### src/rtl/inter_clk_edge_gen.sv
// inter_clk_edge_gen: synchronizes CLK_inter into CLK_50, qualifies its pulses and times the drive_en window.
module inter_clk_edge_gen #(
  parameter int          SYNC_STAGES = 2,
  parameter int          MIN_HIGH    = 2,
  parameter int          MIN_LOW     = 2,
  parameter logic [15:0] TIMEOUT     = 16'hFFFF,
  parameter int          DRIVE_LEN   = 4
) (
  input  logic        CLK_50,
  input  logic        rst_n,
  input  logic        CLK_inter,
  output logic        clk_inter_d,
  output logic        clk_rise,
  output logic        clk_fall,
  output logic        saw_rise,
  output logic        full_pulse,
  output logic        drive_en,
  output logic [15:0] pulse_width,
  output logic [7:0]  glitch_cnt,
  output logic        stuck
);
  typedef enum logic [1:0] {IDLE, HIGH, LOW, STUCK} state_t;
  state_t                 state;
  logic [SYNC_STAGES-1:0] sync;
  logic                   prev;
  logic [15:0]            cnt;
  logic [7:0]             dcnt;
  logic                   rise_w, fall_w;
  logic [15:0]            cnt_inc;
  logic [7:0]             glitch_inc;
  assign clk_inter_d = sync[SYNC_STAGES-1];
  assign rise_w      = clk_inter_d & ~prev;
  assign fall_w      = ~clk_inter_d & prev;
  assign cnt_inc     = cnt == 16'hFFFF ? cnt : cnt + 16'd1;
  assign glitch_inc  = glitch_cnt == 8'hFF ? glitch_cnt : glitch_cnt + 8'd1;
  // The FSM acts on the same edge term that clk_rise/clk_fall register, so it runs one cycle ahead of those strobes.
  always_ff @(posedge CLK_50 or negedge rst_n) begin
    if (!rst_n) begin
      state       <= IDLE;
      sync        <= '0;
      prev        <= 1'b0;
      cnt         <= '0;
      dcnt        <= '0;
      clk_rise    <= 1'b0;
      clk_fall    <= 1'b0;
      saw_rise    <= 1'b0;
      full_pulse  <= 1'b0;
      drive_en    <= 1'b0;
      pulse_width <= '0;
      glitch_cnt  <= '0;
      stuck       <= 1'b0;
    end else begin
      sync       <= {sync[SYNC_STAGES-2:0], CLK_inter};
      prev       <= clk_inter_d;
      clk_rise   <= rise_w;
      clk_fall   <= fall_w;
      full_pulse <= 1'b0;
      drive_en   <= full_pulse || dcnt > 8'd1;
      dcnt       <= full_pulse ? 8'(DRIVE_LEN) : dcnt - {7'd0, dcnt != 8'd0};
      case (state)
        IDLE: if (rise_w) begin
          state    <= HIGH;
          saw_rise <= 1'b1;
          cnt      <= 16'd1;
        end
        HIGH: if (fall_w) begin
          saw_rise <= 1'b0;
          if (cnt >= 16'(MIN_HIGH)) begin
            full_pulse  <= 1'b1;
            pulse_width <= cnt;
            state       <= LOW;
            cnt         <= 16'd1;
          end else begin
            glitch_cnt <= glitch_inc;
            state      <= IDLE;
          end
        end else if (cnt == TIMEOUT) begin
          stuck    <= 1'b1;
          saw_rise <= 1'b0;
          state    <= STUCK;
        end else cnt <= cnt_inc;
        STUCK: if (fall_w) begin
          state <= LOW;
          cnt   <= 16'd1;
        end
        LOW: if (rise_w) begin
          if (cnt >= 16'(MIN_LOW)) begin
            state    <= HIGH;
            saw_rise <= 1'b1;
            cnt      <= 16'd1;
          end else begin
            glitch_cnt <= glitch_inc;
            state      <= IDLE;
          end
        end else if (cnt >= 16'(MIN_LOW)) state <= IDLE;
        else cnt <= cnt_inc;
        default: state <= IDLE;
      endcase
    end
  end
endmodule

### config.mk
export PLATFORM = sky130hd
export DESIGN_NAME = inter_clk_edge_gen
export DESIGN_NICKNAME = d
export VERILOG_FILES = /design/src/rtl/inter_clk_edge_gen.sv
export SDC_FILE = /design/constraint.sdc
export NUM_CORES = 1
export LEC_CHECK = 0
export BUFFER_PORTS_ARGS = -buffer_cell sky130_fd_sc_hd__buf_2
export CAP_MARGIN = 20
export CORE_MARGIN = 5
export CORE_UTILIZATION = 35
export CTS_BUF_LIST = sky130_fd_sc_hd__clkbuf_4 sky130_fd_sc_hd__clkbuf_8
export DETAILED_ROUTE_END_ITERATION = 10
export PLACE_DENSITY_LB_ADDON = 0.12
export SYNTH_ARGS = -nofsm -noshare
export SYNTH_HDL_FRONTEND = slang
export SYNTH_SLANG_ARGS = --single-unit
### constraint.sdc
create_clock -name CLK_50 -period 2.3 [get_ports CLK_50]
set_input_delay 0 -clock CLK_50 [delete_from_list [all_inputs] [get_ports CLK_50]]
set_output_delay 0 -clock CLK_50 [all_outputs]
set_load 0.01 [all_outputs]
# Word-level counts from Yosys, hierarchy flattened
# Index checks and enable logic that the tools add are counted.
[totals]
output_inout_bits = 31
reg_bits = 59
elab_cells = 81
input_bits = 3
[classes]
n_eq_ne = 14
bitwise_logic = 5
n_lt_le_gt_ge = 2
n_reduce_logical = 11
n_mux = 33
n_addsub = 3
[ops]
columns = ["operator", "count"]
rows = [
  ["two-way mux 16 bit", 8],
  ["one-hot mux 16 bit (4 select lines)", 1],
  ["two-way mux 8 bit", 5],
  ["adder 16 x 1 -> 16 bit (second input constant)", 1],
  ["== test 16 bit (second input constant)", 1],
  ["greater-or-equal comparator 16 x 2 -> 1 bit (second input constant)", 1],
  ["one-hot mux 8 bit (2 select lines)", 1],
  ["two-way mux 2 bit", 7],
  ["inequality test 3 bit (second input constant)", 4],
  ["inequality test 2 bit (second input constant)", 5],
  ["two-way mux 1 bit", 9],
  ["AND reduction 3 bit", 3],
  ["adder 8 x 1 -> 8 bit (second input constant)", 1],
  ["== test 8 bit (second input constant)", 1],
  ["greater-than comparator 8 x 1 -> 1 bit (second input constant)", 1],
  ["one-hot mux 2 bit (4 select lines)", 1],
  ["AND reduction 4 bit", 2],
  ["nonzero test 8 bit", 1],
  ["subtractor 8 x 1 -> 8 bit", 1],
  ["AND reduction 5 bit", 1],
  ["== test 2 bit (second input constant)", 2],
  ["inverter 1 bit", 3],
  ["one-hot mux 1 bit (3 select lines)", 1],
  ["nonzero test 3 bit", 1],
  ["other kinds (5)", 6],
]

# Longest topological paths before layout
# Gate-level depths: netlist of run 1.
[depth]
depth_word = 5
ltp_mapped = 8

# Least setup slack after synthesis of run 1
# OpenSTA, ideal clock, no wires.
[synth_path]
path_type = "register to register"
startpoint = "reg dcnt[4]"
endpoint = "reg dcnt[4]"
required_ps = 2171
path_stages_with_launch = 9
path_slack_ps = 295
arrival_time_ps = 1877
setup_time_ps = 129
path_buffers = 0
path_cell_list = "dfrtp_1 > nor4_1 > nand2b_1 > or4_1 > ha_1 > ha_1 > nand2_1 > xor2_1 > nor2_1"
[synth_between]
elab_chain_len = 3
[synth_lines]
columns = ["element", "line", "text"]
rows = [
  ["from (decl)", "27", "logic [7:0] dcnt;"],
  ["from (signal assigned)", "59", "dcnt <= full_pulse ? 8'(DRIVE_LEN) : dcnt - {7'd0, dcnt != 8'd0};"],
  ["nonzero test 8 bit", "59", ""],
  ["subtractor 8 x 1 -> 8 bit *", "59", ""],
  ["two-way mux 8 bit *", "59", ""],
]
# Every way passes the cells marked *; elsewhere a longest branch is shown, timed or not.
# A chain may end at the register's enable or synchronous reset.

# Worst setup path in the final report of run 1
[layout_path]
startpoint = "reg cnt[0]"
endpoint = "reg cnt[9]"
[layout_between]
elab_chain_len = 5
[layout_lines]
columns = ["element", "line", "text"]
rows = [
  ["from (decl)", "26", "logic [15:0] cnt;"],
  ["from (signal assigned)", "81", "end else cnt <= cnt_inc;"],
  ["from (signal assigned)", "96", "else cnt <= cnt_inc;"],
  ["adder 16 x 1 -> 16 bit or == test 16 bit (tied branches)", "34, 77", ""],
  ["two-way mux 16 bit", "34", "assign cnt_inc = cnt == 16'hFFFF ? cnt : cnt + 16'd1;"],
  ["two-way mux 16 bit (on tied branches)", "95, 77", ""],
  ["two-way mux 16 bit (on tied branches)", "86, 66", ""],
  ["one-hot mux 16 bit (4 select lines)", "60", "case (state)"],
]
# Parallel ways exist; a longest one is shown, timed or not. The select of a mux whose other input is x is not followed.

==> summary.md, run 1 <==
| Metric | Value |
|---|---|
| Status | finished clean |
| Vias per inst | 5.384 |
| Chip Height | 103.7 um |
| Ys async rst share | 1.000 |
| Register-to-Register Path Depth | 8 |
| Seq cells post-synth | 59 |
| TritonRoute pass-1 iters | 4 |
| GRT overflow | 0 |
| Leading area contributor after synthesis | dfrtp_1 |
| Pleak | 1.747 nW |
| Area added between synthesis and finish | 20.47% |
| Worst Hold Slack | 0.2402 ns |
| Final net count | 350 |
| Slew headroom | 0.5199 |
| Post-synthesis sequential area ratio | 0.4803 |
| Crit. End Element | register |
| Final setup fails | 0 |
| Min-delay worst type | in2async |
| Slew @ Worst Pin | 0.7202 ns |
| Fin cells | 451 |
| Setup tns final | 0 ns |
| Boundary Pins | 34 |
| R2r setup slk | 0.16 ns |
| Yosys cell types | 51 |
| Htree depth | 3 |
| Post-layout min period | 2.144 ns |
| Pins Over Slew Limit | 0 |
| Crit-path cells | inv_1, ha_1, nor4_4, and4_4, o22ai_4, buf_4, a211o_1, a22o_1 |
| Layout cells sized above 1 | 0.2770 |
| TritonCTS Buffers | 9 |
| Residual DRC count | 0 |
| Clk buf depth | 2 |
| Syn Inst Count | 289 |
| Detailed router's first-iteration violation count | 108 |
| PwrDens | 1107 mW/mm2 |
| Reg2reg end | cnt[9]$_DFFE_PN0P_ |
| Core area | 0.008636 mm2 |
| Peak supply drop | 0.5275 mV |
| Slowest CP cell | dfrtp_1 |
| Crit share post-route | 0.9323 |
| Vias in the first global route | 2472 |
| Drt wl/cell | 15.86 um |
| CTS tree | yes |
| Skew-Pair Late Insertion Delay | 0.35 ns |
| Final hold vios | 0 |
| Die area | 0.01076 mm2 |
| Skew final | 0.01047 ns |
| Post-DP HPWL | 5.187 mm |
| Worst path max stage delay | 0.44 ns |
| Clock Tree Root | clkbuf_8 |
| Synthesis warning total | 0 |
| First-pass GRT wire length | 12.46 mm |
| Avg Cell Area, Syn | 10.64 um2 |
| WP data arrival | 2.39 ns |
| Rows | 34 |
| Main synth FF type | dfrtp_1 |
| ANT nets after route | 0 |
| Critical path type | reg2reg |
| Max Cap Viol | 0 |
| GRT met1 Usage | 0.1911 |
| Met3 usage | 0.03607 |
| Most Crowded Layer GR | met2 |
| Clock Sinks | 59 |
| FMAX | 0.4663 GHz |
| Die Width | 103.7 um |
| Largest net degree at the start of global routing | 31 |
| Initial antenna violation count | 0 |
| Largest cells by area after synthesis | dfrtp_1 (48%), mux2_2 (5.1%), ha_1 (3.7%) |
| Worst-path fanout max | 8 |
| R2r startpoint | cnt[0]$_DFFE_PN0P_ |
| Placed Instances | 433 |
| Synth top area share | 0.4803 |
| Synthesized Nets | 301 |
| I/O Buffers | 33 |
| Synthesized cell area | 0.003074 mm2 |
| Worst setup SP type | register |
| Worst Path Required | 2.54 ns |
| Top-count cell post-synth | dfrtp_1 |
| Antenna diode count | 0 |
| Initial Util | 0.3560 |
| Routability congestion estimate from global placement | 0.7943 |
| Post-synth EDFFs | 0 |
| Post CTS Setup Buffer Count | 0 |
| Final WL | 7.154 mm |
| Via count | 2428 |
| Post-synth top cells | dfrtp_1 (59), nand2_1 (20), nand3_1 (20) |
| Global-route usage over all layers | 0.1411 |
| RSZ-0062 raised after global routing | no |
| GR Layer Usage met2 | 0.2140 |
| Clock slew at reported path FFs | 0.07 ns |
-- power breakdown --
group          internal (mW)  switching, mW
Clock                  0.624          0.439
Sequential              1.24          0.211
Combinational          0.690          0.898
Total                   2.55           1.55
-- worst max path at each step --
stage / cells after the start / start / end
4_1_cts: 8 / dcnt[4]$_DFF_PN0_ / dcnt[4]$_DFF_PN0_
3_5_place_dp: 8 / dcnt[4]$_DFF_PN0_ / dcnt[4]$_DFF_PN0_
6_report: 8 / cnt[0]$_DFFE_PN0P_ / cnt[9]$_DFFE_PN0P_
5_1_grt: 7 / cnt[1]$_DFFE_PN0P_ / cnt[11]$_DFFE_PN0P_
2_1_floorplan: 8 / dcnt[4]$_DFF_PN0_ / dcnt[4]$_DFF_PN0_
3_3_place_gp: 8 / dcnt[4]$_DFF_PN0_ / dcnt[6]$_DFF_PN0_
-- what timing repair did --
item	CTS	global route
setup endpoints to repair	0	2
hold buffers	2	0
resized for setup	0	1
endpoints found under the hold margin	30	0
-- stage by stage --
step	power, mW	setup slack [ns]	cell area (um2)	util
after floorplan	2.528	0.2946	3074	-
after global placement	3.058	0.1685	3457	0.4003
after detailed placement	3.062	0.09681	3457	0.4003
after CTS	4.153	0.07649	3697	0.4281
after global routing	4.411	0.03291	3704	0.4289
final	4.100	0.1556	3704	0.4289
-- critical path, delay by kind of cell (launching register included) --
kind | cells | cell delay (ns)
AOI/OAI and AO/OA | 3 | 0.55
adders and majority gates | 1 | 0.24
buffers and inverters | 2 | 0.28
DFF | 1 | 0.44
and+or+nand+nor | 2 | 0.52
-- area by class of cell --
class                   instances  area [um2]
clock buffers                  10       131.4
well taps                     108       135.1
clock inverters                 6       88.84
repair buffers                 51       330.3
multi-input cells             203        1489
fillers                       847        4932
flip-flops and latches         59        1476
inverters                      14       52.55
-- per-layer routing --
layer  wire, um  up-vias
met5          0        -
met4        113        0
met3        281        9
met2       3309       51
met1       3450     1193
li1           -     1175
-- cells in the final DEF (no fill, tap or decap), types with 5 or more instances in the layout --
master / count
dfrtp_1: 59
nand4_1: 10
nor2_1: 13
nand3_1: 20
nand2_1: 20
ha_1: 9
buf_4: 14
xnor2_1: 7
o21ai_0: 18
mux2_2: 14
inv_1: 13
buf_2: 33
and3_1: 5
a21oi_1: 11
clkbuf_8: 9
nor3_1: 6
-- logic make-up after synthesis --
kind of cell / count (synthesis) / synth area share
simple gates: 102 / 0.2051
fa+ha+maj: 9 / 0.03663
flops: 59 / 0.4803
xor+xnor: 11 / 0.03134
buf+inv: 27 / 0.03744
mux: 15 / 0.05454
compound gates: 66 / 0.1547
-- state kept, by name (all words and copies together) (netlist names), 2 cells and up --
signal,count
pulse_width,16
state,2
glitch_cnt,8
dcnt,8
sync,2
cnt,16
Power figures use the tool's default switching activity.
==> run 2, diff against run 1 <==
--- a/config.mk
+++ b/config.mk
@@ -12,6 +12,7 @@
 export CTS_BUF_LIST = sky130_fd_sc_hd__clkbuf_4 sky130_fd_sc_hd__clkbuf_8
 export DETAILED_ROUTE_END_ITERATION = 10
 export PLACE_DENSITY_LB_ADDON = 0.12
+export RECOVER_POWER = 25
 export SYNTH_ARGS = -nofsm -noshare
 export SYNTH_HDL_FRONTEND = slang
 export SYNTH_SLANG_ARGS = --single-unit
==> constraint.sdc (replaced) <==
create_clock -name CLK_50 -period 1.97 [get_ports CLK_50]
set_input_delay 0 -clock CLK_50 [delete_from_list [all_inputs] [get_ports CLK_50]]
set_output_delay 0 -clock CLK_50 [all_outputs]
set_load 0.01 [all_outputs]
==> run 2 against run 1 <==
The run now ends with setup timing left. First-iteration DRC count fell by 9.3%. Global-route usage rose by 1.5 points. Critical path depth did not move. Flip-flop and latch count did not move. Largest cell class unchanged. Largest power group unchanged.
==> summary.md, run 2 (synthesis gave the netlist of run 1 again) <==
| Metric | Value |
|---|---|
| Status | complete, but fails checks |
| Failing checks | setup timing |
| Clock slew at reported path FFs | 0.07 ns (about the same) |
| Crit share post-route | 1.023 (+0.09092) |
| Setup ws final | -0.04584 ns (-0.2014 ns) |
| Initial antenna violation count | 0 (unchanged) |
| Reg2reg end | dcnt[6]$_DFF_PN0_ |
| Fin cells | 502 (+11%) |
| Top Registers | cnt (16), pulse_width (16) |
| CTS tree | yes |
| TritonCTS Buffers | 9 (unchanged) |
| Slew headroom | 0.08167 (-0.4382) |
| Drt wl/cell | 16.44 um (+3.6%) |
| Crit. End Element | register |
| Most common cell after layout, fill and taps aside | buf_4 |
| Pins Over Slew Limit | 0 (unchanged) |
| Placed Instances | 473 (+9.2%) |
| Most frequent cells in the layout | buf_4 (61), dfrtp_1 (58), buf_2 (29), o21ai_0 (17), nand3_1 (16) |
| Routability congestion estimate from global placement | 0.9178 (+16%) |
| PwrDens | 1255 mW/mm2 (+13%) |
| Die area | 0.01076 mm2 (unchanged) |
| Pleak | 2.088 nW (+20%) |
| RSZ-0062 raised after global routing | yes |
| Final net count | 403 (+15%) |
| ANT nets after route | 0 (unchanged) |
| Clock Tree Root | clkbuf_8 |
| Final hold vios | 0 (unchanged) |
| CP delay by family, top | simple AND/OR/NAND/NOR gates |
| Worst path bufs/invs | 0 (-2) |
| Register-to-Register Path Depth | 8 (unchanged) |
| Vias in the first global route | 2766 (+12%) |
| Layout cells sized above 1 | 0.4239 (+0.1469) |
| Post-DP HPWL | 5.687 mm (+9.6%) |
| Area added between synthesis and finish | 41.19% |
| Via count | 2630 (+8.3%) |
| Largest net degree at the start of global routing | 32 (+3.2%) |
| Hold Crit Endpoint | sync[0]$_DFF_PN0_ |
| Skew-Pair Late Insertion Delay | 0.33 ns (-0.02 ns) |
| Worst setup SP type | register |
| WP data arrival | 2.23 ns (-0.16 ns) |
| Core area | 0.008636 mm2 (unchanged) |
| Rows | 34 (unchanged) |
| Residual DRC count | 0 (unchanged) |
| Final core utilization | 0.5026 (+0.07375) |
| Initial Util | 0.3560 (unchanged) |
| Detailed router's first-iteration violation count | 98 (-9.3%) |
| Htree depth | 3 (unchanged) |
| Peak supply drop | 0.8135 mV (+54%) |
| I/O Buffers | 33 (unchanged) |
| FMAX | 0.4961 GHz (+6.4%) |
| Worst-path fanout max | 3 (-5) |
| Boundary Pins | 34 (unchanged) |
| Final WL | 8.251 mm (+15%) |
| R2r setup slk | -0.05 ns (-0.20 ns) |
| Clk buf depth | 2 (unchanged) |
| Post-layout min period | 2.016 ns (-0.1286 ns) |
| Skew final | 0.008574 ns (-0.001892 ns) |
| Worst Path Required | 2.18 ns (-0.36 ns) |
| Most common cell type on the critical path | ha_4 |
| Min-delay src | CLK_inter |
| Antenna diode count | 0 (unchanged) |
| Clock Sinks | 59 (unchanged) |
| Final setup fails | 3 (+3) |
| Min-delay worst type | in2reg |
| GRT overflow | 0 (unchanged) |
| Die Width | 103.7 um (unchanged) |
| Final instance area | 0.004340 mm2 (+17%) |
| WHS Path Cells | 2 |
| Crit-path cells | nor4_4, nand2b_1, or4_4, ha_4, ha_4, nand2_2, xor2_1, nor2_1 |
| Chip Height | 103.7 um (unchanged) |
| Setup tns final | -0.1037 ns (-0.1037 ns) |
| Critical path type | reg2reg |
| Max Cap Viol | 0 (unchanged) |
| DP Area | 0.003802 mm2 (+10%) |
| R2r startpoint | dcnt[5]$_DFF_PN0_ |
| Slowest CP cell | or4_4 |
| Global-route usage over all layers | 0.1561 (+0.01501) |
| Slew @ Worst Pin | 1.377 ns (+0.6573 ns) |
| First-pass GRT wire length | 13.70 mm (+9.9%) |
| Worst path max stage delay | 0.44 ns (about the same) |
| Vias per inst | 5.239 (-2.7%) |
| TritonRoute pass-1 iters | 4 (unchanged) |
[run 2: cell count changes in the layout (fill, tap and decap cells not counted), sizes merged]
cell,before,now
clkinv,1,2
clkbuf,10,16
clkinvlp,2,0
bufinv,2,1
inv,15,14
buf,49,97
[run 2: metal layers]
layer / GRT usage / up-vias / share of wire
li1: - / 1276 / -
met1: 0.2010 / 1292 / 0.45
met2: 0.2514 / 56 / 0.50
met3: 0.03607 / 6 / 0.042
met4: 0.06568 / 0 / 0.010
met5: 0 / - / 0
[run 2: stage by stage]
stage | setup slack [ns] | hold WS, ns | total power, mW
after floorplan | 0.002566 | -0.2956 | 2.963
after global placement | -0.04763 | 0.02468 | 3.960
after detailed placement | -0.1289 | 0.03625 | 3.979
after CTS | -0.06319 | 0.2078 | 5.279
after global routing | -0.1712 | 0.3119 | 5.840
final | -0.04584 | 0.3134 | 5.447
[run 2: area by class of cell]
class                   count  area [um2]
well taps                 108       135.1
clock inverters             3       40.04
multi-input cells         203        1704
repair buffers            104       785.8
inverters                  14       52.55
clock buffers              11       145.1
fillers                   799        4295
flip-flops and latches     59        1478
[run 2: worst max-delay path by stage]
stage | start | end | slack [ns] | cells past startpoint
finish | dcnt[5]$_DFF_PN0_ | dcnt[6]$_DFF_PN0_ | -0.05 | 8
detailed placement | dcnt[5]$_DFF_PN0_ | dcnt[4]$_DFF_PN0_ | -0.13 | 8
floorplan | dcnt[5]$_DFF_PN0_ | dcnt[4]$_DFF_PN0_ | 0.003 | 8
global placement | dcnt[5]$_DFF_PN0_ | dcnt[4]$_DFF_PN0_ | -0.05 | 8
CTS | dcnt[2]$_DFF_PN0_ | dcnt[4]$_DFF_PN0_ | -0.06 | 8
global route | dcnt[5]$_DFF_PN0_ | dcnt[6]$_DFF_PN0_ | -0.17 | 8
[run 2: power by group]
part           switching (mW)  total, mW  internal (mW)  leakage, nW
clock                   0.463       1.08          0.614       0.0985
sequential              0.233       1.68           1.45        0.771
combinational            1.34       2.69           1.35         1.22
total                    2.03       5.45           3.41         2.09
[run 2: repair_timing]
item	4_1_cts	5_1_grt
hold buffers	2	0
pin swaps	6	13
gates resized for setup	16	35
cloned	0	1
setup endpoints to repair	23	43
hold endpoints to repair	23	0
setup buffers	5	7
